===== config.mk =====
export PLATFORM = sky130hd
export DESIGN_NAME = seg_scan_ctrl
export DESIGN_NICKNAME = d
export VERILOG_FILES = /design/src/rtl/seg_scan_ctrl.sv
export SDC_FILE = /design/constraint.sdc
export NUM_CORES = 1
export LEC_CHECK = 0
export BUFFER_PORTS_ARGS = -buffer_cell sky130_fd_sc_hd__buf_2
export CORE_MARGIN = 5
export CORE_UTILIZATION = 40
export DETAILED_ROUTE_END_ITERATION = 10
export RECOVER_POWER = 50
export SLEW_MARGIN = 5
export SYNTH_ARGS = -nofsm -noshare
export SYNTH_HDL_FRONTEND = slang
export SYNTH_SLANG_ARGS = --single-unit

===== constraint.sdc =====
create_clock -name clk -period 2.95 [get_ports clk]
set_input_delay 0.295 -clock clk [delete_from_list [all_inputs] [get_ports clk]]
set_output_delay 0.295 -clock clk [all_outputs]
set_load 0.02 [all_outputs]

===== src/rtl/seg_scan_ctrl.sv =====
// seg_scan_ctrl: multi-digit seven-segment scan controller with shift-add-3 BCD.
// Optional macro SEG_LZ_BLANK_EN blanks leading zeros of decimal values.
module seg_scan_ctrl #(
    parameter int DIGITS  = 8,
    parameter int CLK_DIV = 100_000,
    parameter int NUM_SRC = 8,
    localparam int SEL_W  = (NUM_SRC > 1) ? $clog2(NUM_SRC) : 1
) (
    input  logic                 clk,
    input  logic                 rst,
    input  logic [NUM_SRC*32-1:0] src_data,
    input  logic [SEL_W-1:0]     sel,
    input  logic [NUM_SRC-1:0]   dec_mask,
    output logic [7:0]           SEG,
    output logic [DIGITS-1:0]    AN,
    output logic                 busy,
    output logic                 ovf
);

    localparam int CNT_W = (CLK_DIV > 1) ? $clog2(CLK_DIV) : 1;
    localparam int IDX_W = $clog2(DIGITS);
    localparam int DW    = 4 * DIGITS;

    localparam logic [1:0] S_IDLE  = 2'd0;
    localparam logic [1:0] S_LOAD  = 2'd1;
    localparam logic [1:0] S_SHIFT = 2'd2;
    localparam logic [1:0] S_DONE  = 2'd3;

    logic [CNT_W-1:0]  cnt_q, cnt_d;
    logic [IDX_W-1:0]  idx_q, idx_d;
    logic [1:0]        state_q, state_d;
    logic [39:0]       bcd_q, bcd_d;
    logic [31:0]       bin_q, bin_d;
    logic [4:0]        bit_q, bit_d;
    logic              busy_q, busy_d;
    logic              ovf_q, ovf_d;
    logic [DW-1:0]     disp_q, disp_d;
    logic [7:0]        seg_q, seg_d;
    logic [DIGITS-1:0] an_q, an_d;

    logic              tick;
    logic              wrap;
    logic [31:0]       src_sel;
    logic              dec_sel;
    logic [39:0]       bcd_adj;
    logic [3:0]        nib;

    function automatic logic [7:0] seg7(input logic [3:0] n);
        case (n)
            4'h0: seg7 = 8'hC0;
            4'h1: seg7 = 8'hF9;
            4'h2: seg7 = 8'hA4;
            4'h3: seg7 = 8'hB0;
            4'h4: seg7 = 8'h99;
            4'h5: seg7 = 8'h92;
            4'h6: seg7 = 8'h82;
            4'h7: seg7 = 8'hF8;
            4'h8: seg7 = 8'h80;
            4'h9: seg7 = 8'h90;
            4'hA: seg7 = 8'h88;
            4'hB: seg7 = 8'h83;
            4'hC: seg7 = 8'hC6;
            4'hD: seg7 = 8'hA1;
            4'hE: seg7 = 8'h86;
            default: seg7 = 8'h8E;
        endcase
    endfunction

    assign tick = (cnt_q == CNT_W'(CLK_DIV - 1));
    assign wrap = tick && (idx_q == IDX_W'(DIGITS - 1));

    // Prescaler and digit index stepping
    always_comb begin
        cnt_d = tick ? '0 : cnt_q + 1'b1;
        idx_d = idx_q;
        if (tick) begin
            idx_d = wrap ? '0 : idx_q + 1'b1;
        end
    end

    // Source mux; out-of-range select reads as hex zero
    always_comb begin
        src_sel = '0;
        dec_sel = 1'b0;
        for (int k = 0; k < NUM_SRC; k++) begin
            if (sel == SEL_W'(k)) begin
                src_sel = src_data[k*32 +: 32];
                dec_sel = dec_mask[k];
            end
        end
    end

    // Add 3 to every BCD nibble that is 5 or more
    always_comb begin
        bcd_adj = bcd_q;
        for (int n = 0; n < 10; n++) begin
            if (bcd_q[4*n +: 4] >= 4'd5) begin
                bcd_adj[4*n +: 4] = bcd_q[4*n +: 4] + 4'd3;
            end
        end
    end

`ifdef SEG_LZ_BLANK_EN
    logic dmode_q, dmode_d;
`endif

    // Frame sampling and binary-to-BCD converter FSM
    always_comb begin
        state_d = state_q;
        bcd_d   = bcd_q;
        bin_d   = bin_q;
        bit_d   = bit_q;
        busy_d  = busy_q;
        ovf_d   = ovf_q;
        disp_d  = disp_q;
`ifdef SEG_LZ_BLANK_EN
        dmode_d = dmode_q;
`endif
        if (wrap) begin
            if (!dec_sel) begin
                disp_d = src_sel[DW-1:0];
`ifdef SEG_LZ_BLANK_EN
                dmode_d = 1'b0;
`endif
            end else if (state_q == S_IDLE) begin
                state_d = S_LOAD;
                bin_d   = src_sel;
            end
        end
        case (state_q)
            S_LOAD: begin
                bcd_d   = '0;
                bit_d   = 5'd31;
                busy_d  = 1'b1;
                state_d = S_SHIFT;
            end
            S_SHIFT: begin
                bcd_d = {bcd_adj[38:0], bin_q[31]};
                bin_d = {bin_q[30:0], 1'b0};
                if (bit_q == 5'd0) begin
                    state_d = S_DONE;
                end else begin
                    bit_d = bit_q - 1'b1;
                end
            end
            S_DONE: begin
                disp_d  = bcd_q[DW-1:0];
                ovf_d   = |bcd_q[39:DW];
                busy_d  = 1'b0;
                state_d = S_IDLE;
`ifdef SEG_LZ_BLANK_EN
                dmode_d = 1'b1;
`endif
            end
            default: ;
        endcase
    end

    assign nib = disp_q[{idx_q, 2'b00} +: 4];

    // Segment and anode decode for the current digit
    always_comb begin
        an_d  = ~(DIGITS'(1) << idx_q);
        seg_d = seg7(nib);
`ifdef SEG_LZ_BLANK_EN
        if (dmode_q && (idx_q != '0) && ((disp_q >> {idx_q, 2'b00}) == '0)) begin
            seg_d = 8'hFF;
        end
`endif
    end

    // State registers with synchronous reset
    always_ff @(posedge clk) begin
        if (rst) begin
            cnt_q   <= '0;
            idx_q   <= '0;
            state_q <= S_IDLE;
            bcd_q   <= '0;
            bin_q   <= '0;
            bit_q   <= '0;
            busy_q  <= 1'b0;
            ovf_q   <= 1'b0;
            disp_q  <= '0;
            seg_q   <= 8'hFF;
            an_q    <= '1;
`ifdef SEG_LZ_BLANK_EN
            dmode_q <= 1'b0;
`endif
        end else begin
            cnt_q   <= cnt_d;
            idx_q   <= idx_d;
            state_q <= state_d;
            bcd_q   <= bcd_d;
            bin_q   <= bin_d;
            bit_q   <= bit_d;
            busy_q  <= busy_d;
            ovf_q   <= ovf_d;
            disp_q  <= disp_d;
            seg_q   <= seg_d;
            an_q    <= an_d;
`ifdef SEG_LZ_BLANK_EN
            dmode_q <= dmode_d;
`endif
        end
    end

    assign SEG  = seg_q;
    assign AN   = an_q;
    assign busy = busy_q;
    assign ovf  = ovf_q;

endmodule


==> results.json, run 1 <==
{
  "status": "complete, no violations",
  "hold_path_class": "in2reg",
  "final.min_clock_period_ns": 2.775,
  "tns_ns": 0,
  "clock_skew_ns": 0.006529,
  "p_total_mw": 6.413,
  "die_x_um": 170.7,
  "start_kind": "flip-flop",
  "clock_sink_count": 148,
  "drive_above_1_share": 0.2488,
  "core_area_sq_um": 25330,
  "pre_cts_ws_ns": 0.2441,
  "crit_fanout": 25,
  "fin_area_sq_um": 12560,
  "required_ns": 3.28,
  "critical_path_class": "reg2reg",
  "firstDrtPassIters": 5,
  "synth_cell_types": 66,
  "worst_slack_ns": 0.1752,
  "dpl_cell_area_sq_um": 12050,
  "netlist_instances": 1261,
  "dieArea_sq_um": 29120,
  "internal-power_mw": 4.197,
  "die_h_um": 170.7,
  "slew_headroom": 0.05454,
  "portBuffers": 285,
  "dp_hpwl_um": 29450,
  "core.rowCount": 58,
  "final_cell_count_no_fill": 1839,
  "worstSetupEndpointType": "flip-flop",
  "initial_core_util": 0.4077,
  "drt_iter0_drc": 959,
  "cpPeakStageDelay_ns": 0.69,
  "cp_slowest_cell": "or4b_2",
  "arrival_ns": 3.11,
  "rsz0062_at_grt": "false",
  "timing.hold.ws_ns": 0.4482,
  "period_share": 0.9406,
  "grt_pass1_vias": 10290,
  "area_growth_pct": 21.69,
  "slew_violations": 0,
  "cp_cell_sequence": "or4b_2, nor4_1, and2_4, buf_4, a311oi_1, a211oi_1",
  "ant_nets": 0,
  "gp_congestion": 0.9430,
  "clk_latency_ns": 0.43,
  "tightest_slew_ns": 1.418,
  "top_usage_layer": "met2",
  "clock_path_buffers": 2,
  "finalSetupViolations": 0,
  "nFillCells": 2537,
  "hold_viol": 0,
  "p_switching_mw": 2.216,
  "cts_setup_buffers": 0,
  "tritoncts": "built",
  "pwr-share-comb": 0.307,
  "grtUsageMet3": 0.04621,
  "fin_nets": 1796,
  "synth_nets": 1571,
  "syn-cell-area_sq_um": 10320,
  "via_per_inst": 5.893,
  "grt_use_met2": 0.4018,
  "avgSynthCellArea_sq_um": 8.188,
  "ctsResizeCount": 0,
  "ios": 287,
  "antenna_found_initial": 15,
  "power_density_nw_per_um2": 510.4,
  "vdd_drop_max_mv": 0.4229,
  "switching_share": 0.3456,
  "ys_ff_latch": 148,
  "power_leakage_nw": 4.947,
  "routed_wl_um": 38440,
  "fin_util": 0.4961,
  "clockRootBuffer": "clkbuf_16",
  "cts_htree_levels": 4,
  "maxCapViolCount": 0,
  "use_met1": 0.3422,
  "clkPwrFrac": 0.332,
  "grt_max_degree": 92,
  "wl_per_cell_um": 20.90,
  "synth_edf_count": 0,
  "max_freq_mhz": 360.4,
  "route.vias.total": 10840,
  "cts_hold_buf": 0,
  "grt_overflow_total": 0,
  "cts.clk_slew.worst_paths_ns": 0.06,
  "dp.cells": 1797,
  "grtUsageTotal": 0.2511,
  "cts_buffers": 17,
  "synthArstFlopShare": 0,
  "grt_pass1_wl_um": 57820,
  "seq_power_share": 0.361,
  "drc": 0,
  "yosysWarnings": 0,
  "synth_top_flop_cell": "dfxtp_1",
  "synth_seq_area_share": 0.2870
}
-- registers in the layout, summed over array words and instances (netlist names) --
register	flops
AN	8
SEG	7
disp_q	32
idx_q	3
ovf	1
state_q	2
busy	1
bit_q	5
bcd_q	40
cnt_q	17
bin_q	32
-- cell usage in the layout (no fill, tap or decap), types with 7 or more instances in the layout --
cell type / count
nand2b_1: 9
a211oi_1: 68
a32oi_1: 20
o211ai_1: 23
clkbuf_1: 24
a21o_1: 29
a211oi_2: 10
o31ai_1: 12
buf_2: 264
nor2_1: 129
nor3_1: 7
a21oi_1: 62
a221oi_1: 15
clkbuf_16: 17
o21ai_0: 50
a311oi_1: 30
mux4_2: 9
o311a_1: 19
nand3_1: 15
xor2_1: 11
nor3b_1: 17
dfxtp_1: 148
ha_1: 40
a31oi_1: 8
o221ai_1: 12
a22o_1: 25
diode_2: 10
nand2_1: 79
xnor2_1: 25
a22oi_1: 15
buf_4: 37
nor2b_1: 52
mux2i_1: 26
a2111oi_0: 33
inv_1: 49
o21bai_1: 29
-- routing by layer --
metal	up-vias	share of wire
li1	5199	-
met1	5183	0.43
met2	395	0.47
met3	58	0.069
met4	2	0.029
met5	-	0.00029
-- layout make-up --
class / count / area [sq um] / area share
Sequential cell: 148 / 2963 / 0.2358
Antenna cell: 10 / 25.02 / 0.001992
Inverter: 51 / 191.4 / 0.01524
Clock inverter: 12 / 132.6 / 0.01056
Multi-Input combinational cell: 938 / 6623 / 0.5271
Timing Repair Buffer: 330 / 1780 / 0.1417
Clock buffer: 20 / 436.7 / 0.03475
Tap cell: 330 / 412.9 / 0.03286
-- power by group through the flow --
stage / registers, mW / logic (mW) / clock network [mW]
final: 2.31 / 1.97 / 2.13
after global routing: 2.33 / 2.15 / 2.26
after CTS: 2.31 / 1.97 / 2.17
after detailed placement: 2.35 / 1.96 / 0
after global placement: 2.35 / 1.94 / 0
after floorplan: 2.33 / 1.27 / 0
-- cell usage after synthesis, types with 5 or more instances --
| cell | instances | area share |
|---|---|---|
| a2111oi_0 | 33 | 0.028 |
| a211oi_1 | 68 | 0.049 |
| a211oi_2 | 10 | 0.012 |
| a21o_1 | 29 | 0.021 |
| a21oi_1 | 62 | 0.030 |
| a221oi_1 | 15 | 0.013 |
| a22o_1 | 25 | 0.021 |
| a22oi_1 | 15 | 0.011 |
| a311oi_1 | 30 | 0.025 |
| a31oi_1 | 8 | 0.0048 |
| a32oi_1 | 20 | 0.017 |
| buf_1 | 19 | 0.0069 |
| buf_2 | 20 | 0.0097 |
| clkbuf_1 | 78 | 0.028 |
| dfxtp_1 | 148 | 0.29 |
| ha_1 | 41 | 0.050 |
| inv_1 | 49 | 0.018 |
| mux2_2 | 6 | 0.0065 |
| mux2i_1 | 26 | 0.025 |
| mux4_2 | 9 | 0.020 |
| nand2_1 | 79 | 0.029 |
| nand2b_1 | 9 | 0.0055 |
| nand3_1 | 15 | 0.0073 |
| nand3b_1 | 5 | 0.0036 |
| nand4_1 | 6 | 0.0036 |
| nor2_1 | 129 | 0.047 |
| nor2b_1 | 52 | 0.032 |
| nor3_1 | 7 | 0.0034 |
| nor3b_1 | 17 | 0.012 |
| o211ai_1 | 23 | 0.017 |
| o21ai_0 | 50 | 0.024 |
| o21bai_1 | 29 | 0.021 |
| o221ai_1 | 12 | 0.010 |
| o311a_1 | 19 | 0.018 |
| o31ai_1 | 12 | 0.0087 |
| xnor2_1 | 25 | 0.021 |
| xor2_1 | 11 | 0.0093 |
-- critical path, delay by kind of cell, from the launching register on --
family | cells | cell delay [ns]
and+or+nand+nor | 3 | 1.65
DFF | 1 | 0.37
AOI/OAI and AO/OA | 2 | 0.35
buffers and inverters | 1 | 0.32
-- kinds of logic (layout without fill, tap and decap cells) --
group | after synthesis | in the layout | synth area share
AO/OA/AOI/OAI | 473 | 473 | 0.3438
XOR/XNOR | 36 | 36 | 0.03054
adder cells (fa/ha/maj) | 41 | 41 | 0.04968
buffers and inverters | 175 | 413 | 0.07089
flip-flops | 148 | 148 | 0.2870
multiplexers | 41 | 41 | 0.05138
other | 1 | 11 | 0.0003632
AND/OR/NAND/NOR | 346 | 346 | 0.1664
-- path summary, 6_finish.rpt --
path | from | end | slack, ns | depth (start not counted)
worst max-delay path | cnt_q[6] | bin_q[13] | 0.18 | 6
worst min-delay path | src_data[228] | bin_q[4] | 0.45 | 5
worst max register to register | cnt_q[6] | bin_q[13] | 0.18 | 6
worst min register to register | cnt_q[0] | cnt_q[0] | 0.47 | 1
Note: power is estimated with default switching activity, not from simulation.
==> run 2: changes to the inputs <==
--- a/config.mk
+++ b/config.mk
@@ -8,8 +8,9 @@
 export BUFFER_PORTS_ARGS = -buffer_cell sky130_fd_sc_hd__buf_2
 export CORE_MARGIN = 5
 export CORE_UTILIZATION = 40
+export CTS_CLUSTER_DIAMETER = 60
 export DETAILED_ROUTE_END_ITERATION = 10
-export RECOVER_POWER = 50
+export MAX_ROUTING_LAYER = met4
 export SLEW_MARGIN = 5
 export SYNTH_ARGS = -nofsm -noshare
 export SYNTH_HDL_FRONTEND = slang
==> results.json, run 2 (synthesized netlist as in run 1, its figures left out) <==
{
  "drive_above_1_share": 0.2670,
  "slew_headroom": 0.2666,
  "period_share": 0.9758,
  "hold_viol": 0,
  "clockRootBuffer": "clkbuf_16",
  "tightest_slew_ns": 1.072,
  "grt_pass1_wl_um": 57080,
  "area_growth_pct": 22.86,
  "clock_sink_count": 148,
  "rsz0062_at_grt": "false",
  "dpl_cell_area_sq_um": 12080,
  "final.min_clock_period_ns": 2.878,
  "initial_core_util": 0.4077,
  "finalSetupViolations": 0,
  "ctsResizeCount": 0,
  "internal-power_mw": 4.304,
  "largest_register": "bcd_q",
  "cts_buffers": 17,
  "fin_area_sq_um": 12680,
  "reg_top3": "bcd_q x40, bin_q x32, disp_q x32",
  "r2r_end": "disp_q[19]",
  "fin_nets": 1800,
  "final_common_cell": "buf_2",
  "layout_common_cells": "buf_2, dfxtp_1, nor2_1, nand2_1, a211oi_1",
  "pwr-share-comb": 0.305,
  "dp_hpwl_um": 29740,
  "cts_hold_buf": 0,
  "start_kind": "flip-flop",
  "cts.clk_slew.worst_paths_ns": 0.06,
  "core_area_sq_um": 25330,
  "wl_per_cell_um": 20.80,
  "clock_skew_ns": 0.01180,
  "cts_htree_levels": 4,
  "clkPwrFrac": 0.337,
  "power_density_nw_per_um2": 509.6,
  "p_total_mw": 6.465,
  "grt_overflow_total": 0,
  "slew_violations": 0,
  "firstDrtPassIters": 5,
  "grt_max_degree": 86,
  "via_per_inst": 5.871,
  "antenna_found_initial": 16,
  "core.rowCount": 58,
  "clock_path_buffers": 2,
  "largest_reg_flops": 40,
  "hold_path_startpoint": "rst",
  "reg2reg_from": "cnt_q[0]",
  "power_leakage_nw": 5.054,
  "cts_setup_buffers": 0,
  "ant_nets": 0,
  "worstSetupEndpointType": "flip-flop",
  "reg2regPathDepth": 7,
  "vdd_drop_max_mv": 0.5140,
  "whs_path_depth": 2,
  "drt_iter0_drc": 900,
  "p_switching_mw": 2.161,
  "critical_path_class": "reg2reg",
  "clk_latency_ns": 0.43,
  "dieArea_sq_um": 29120,
  "required_ns": 3.22,
  "status": "complete, no violations",
  "ios": 287,
  "r2r_setup_slack_ns": 0.07,
  "maxCapViolCount": 0,
  "min_to": "cnt_q[2]",
  "grt_pass1_vias": 10230,
  "max_freq_mhz": 347.4,
  "routed_wl_um": 38290,
  "tritoncts": "built",
  "arrival_ns": 3.15,
  "drc": 0,
  "gp_congestion": 0.9913,
  "route.vias.total": 10810,
  "crit_fanout": 12,
  "tns_ns": 0,
  "portBuffers": 285,
  "switching_share": 0.3343,
  "die_h_um": 170.7,
  "hold_path_class": "in2reg",
  "seq_power_share": 0.358,
  "grtUsageTotal": 0.2573,
  "die_x_um": 170.7
}
-- run 2: power by group through the flow --
stage	Combinational (mW)	Clock, mW	Sequential, mW
floorplan	1.27	0	2.33
global placement	1.94	0	2.35
detailed placement	1.95	0	2.35
CTS	1.96	2.22	2.31
global route	2.16	2.31	2.33
finish	1.97	2.18	2.31
-- run 2: worst max path at each step --
| stage | from | to | slack [ns] | depth (start not counted) |
|---|---|---|---|---|
| detailed placement | cnt_q[0] | disp_q[19] | 0.12 | 7 |
| global placement | cnt_q[0] | disp_q[19] | 0.13 | 7 |
| floorplan | idx_q[0] | SEG[3] | 0.60 | 8 |
| CTS | cnt_q[0] | disp_q[19] | 0.1 | 7 |
| finish | cnt_q[0] | disp_q[19] | 0.07 | 7 |
| global route | cnt_q[0] | disp_q[19] | 0.05 | 7 |
-- run 2: routing by layer --
metal,routed length [um],share of wire,track usage
met3,2409,0.063,0.05291
met4,1238,0.032,0.08056
met1,16600,0.43,0.3344
met2,18040,0.47,0.4035
met5,0,0,-
-- run 2: final cells by class --
class / count / area, sq um
antenna: 9 / 22.52
clock buffer: 20 / 446.7
clock inverter: 11 / 135.1
fill: 2509 / 12640
inverter: 51 / 191.4
multi-input combinational: 938 / 6646
sequential: 148 / 2963
tap: 330 / 412.9
timing repair buffer: 334 / 1867
-- run 2: per-stage QoR --
| stage | instances | utilization | hold WS (ns) | setup slack [ns] |
|---|---|---|---|---|
| floorplan | 1261 | - | 0.4361 | 0.6040 |
| global placement | 1801 | 0.4770 | 0.4506 | 0.1333 |
| detailed placement | 1801 | 0.4770 | 0.4563 | 0.1150 |
| CTS | 1832 | 0.5000 | 0.3718 | 0.09721 |
| global route | 1839 | 0.5006 | 0.4033 | 0.05481 |
| finish | 1841 | 0.5008 | 0.3773 | 0.07153 |
-- run 2: critical path, stage by stage, from the launching register on --
cell,delay (ns)
dfxtp_1,0.39
ha_1,0.25
and4b_1,0.21
nand4_1,0.18
or3_1,0.58
a2111oi_0,0.84
buf_4,0.22
a2111oi_0,0.05
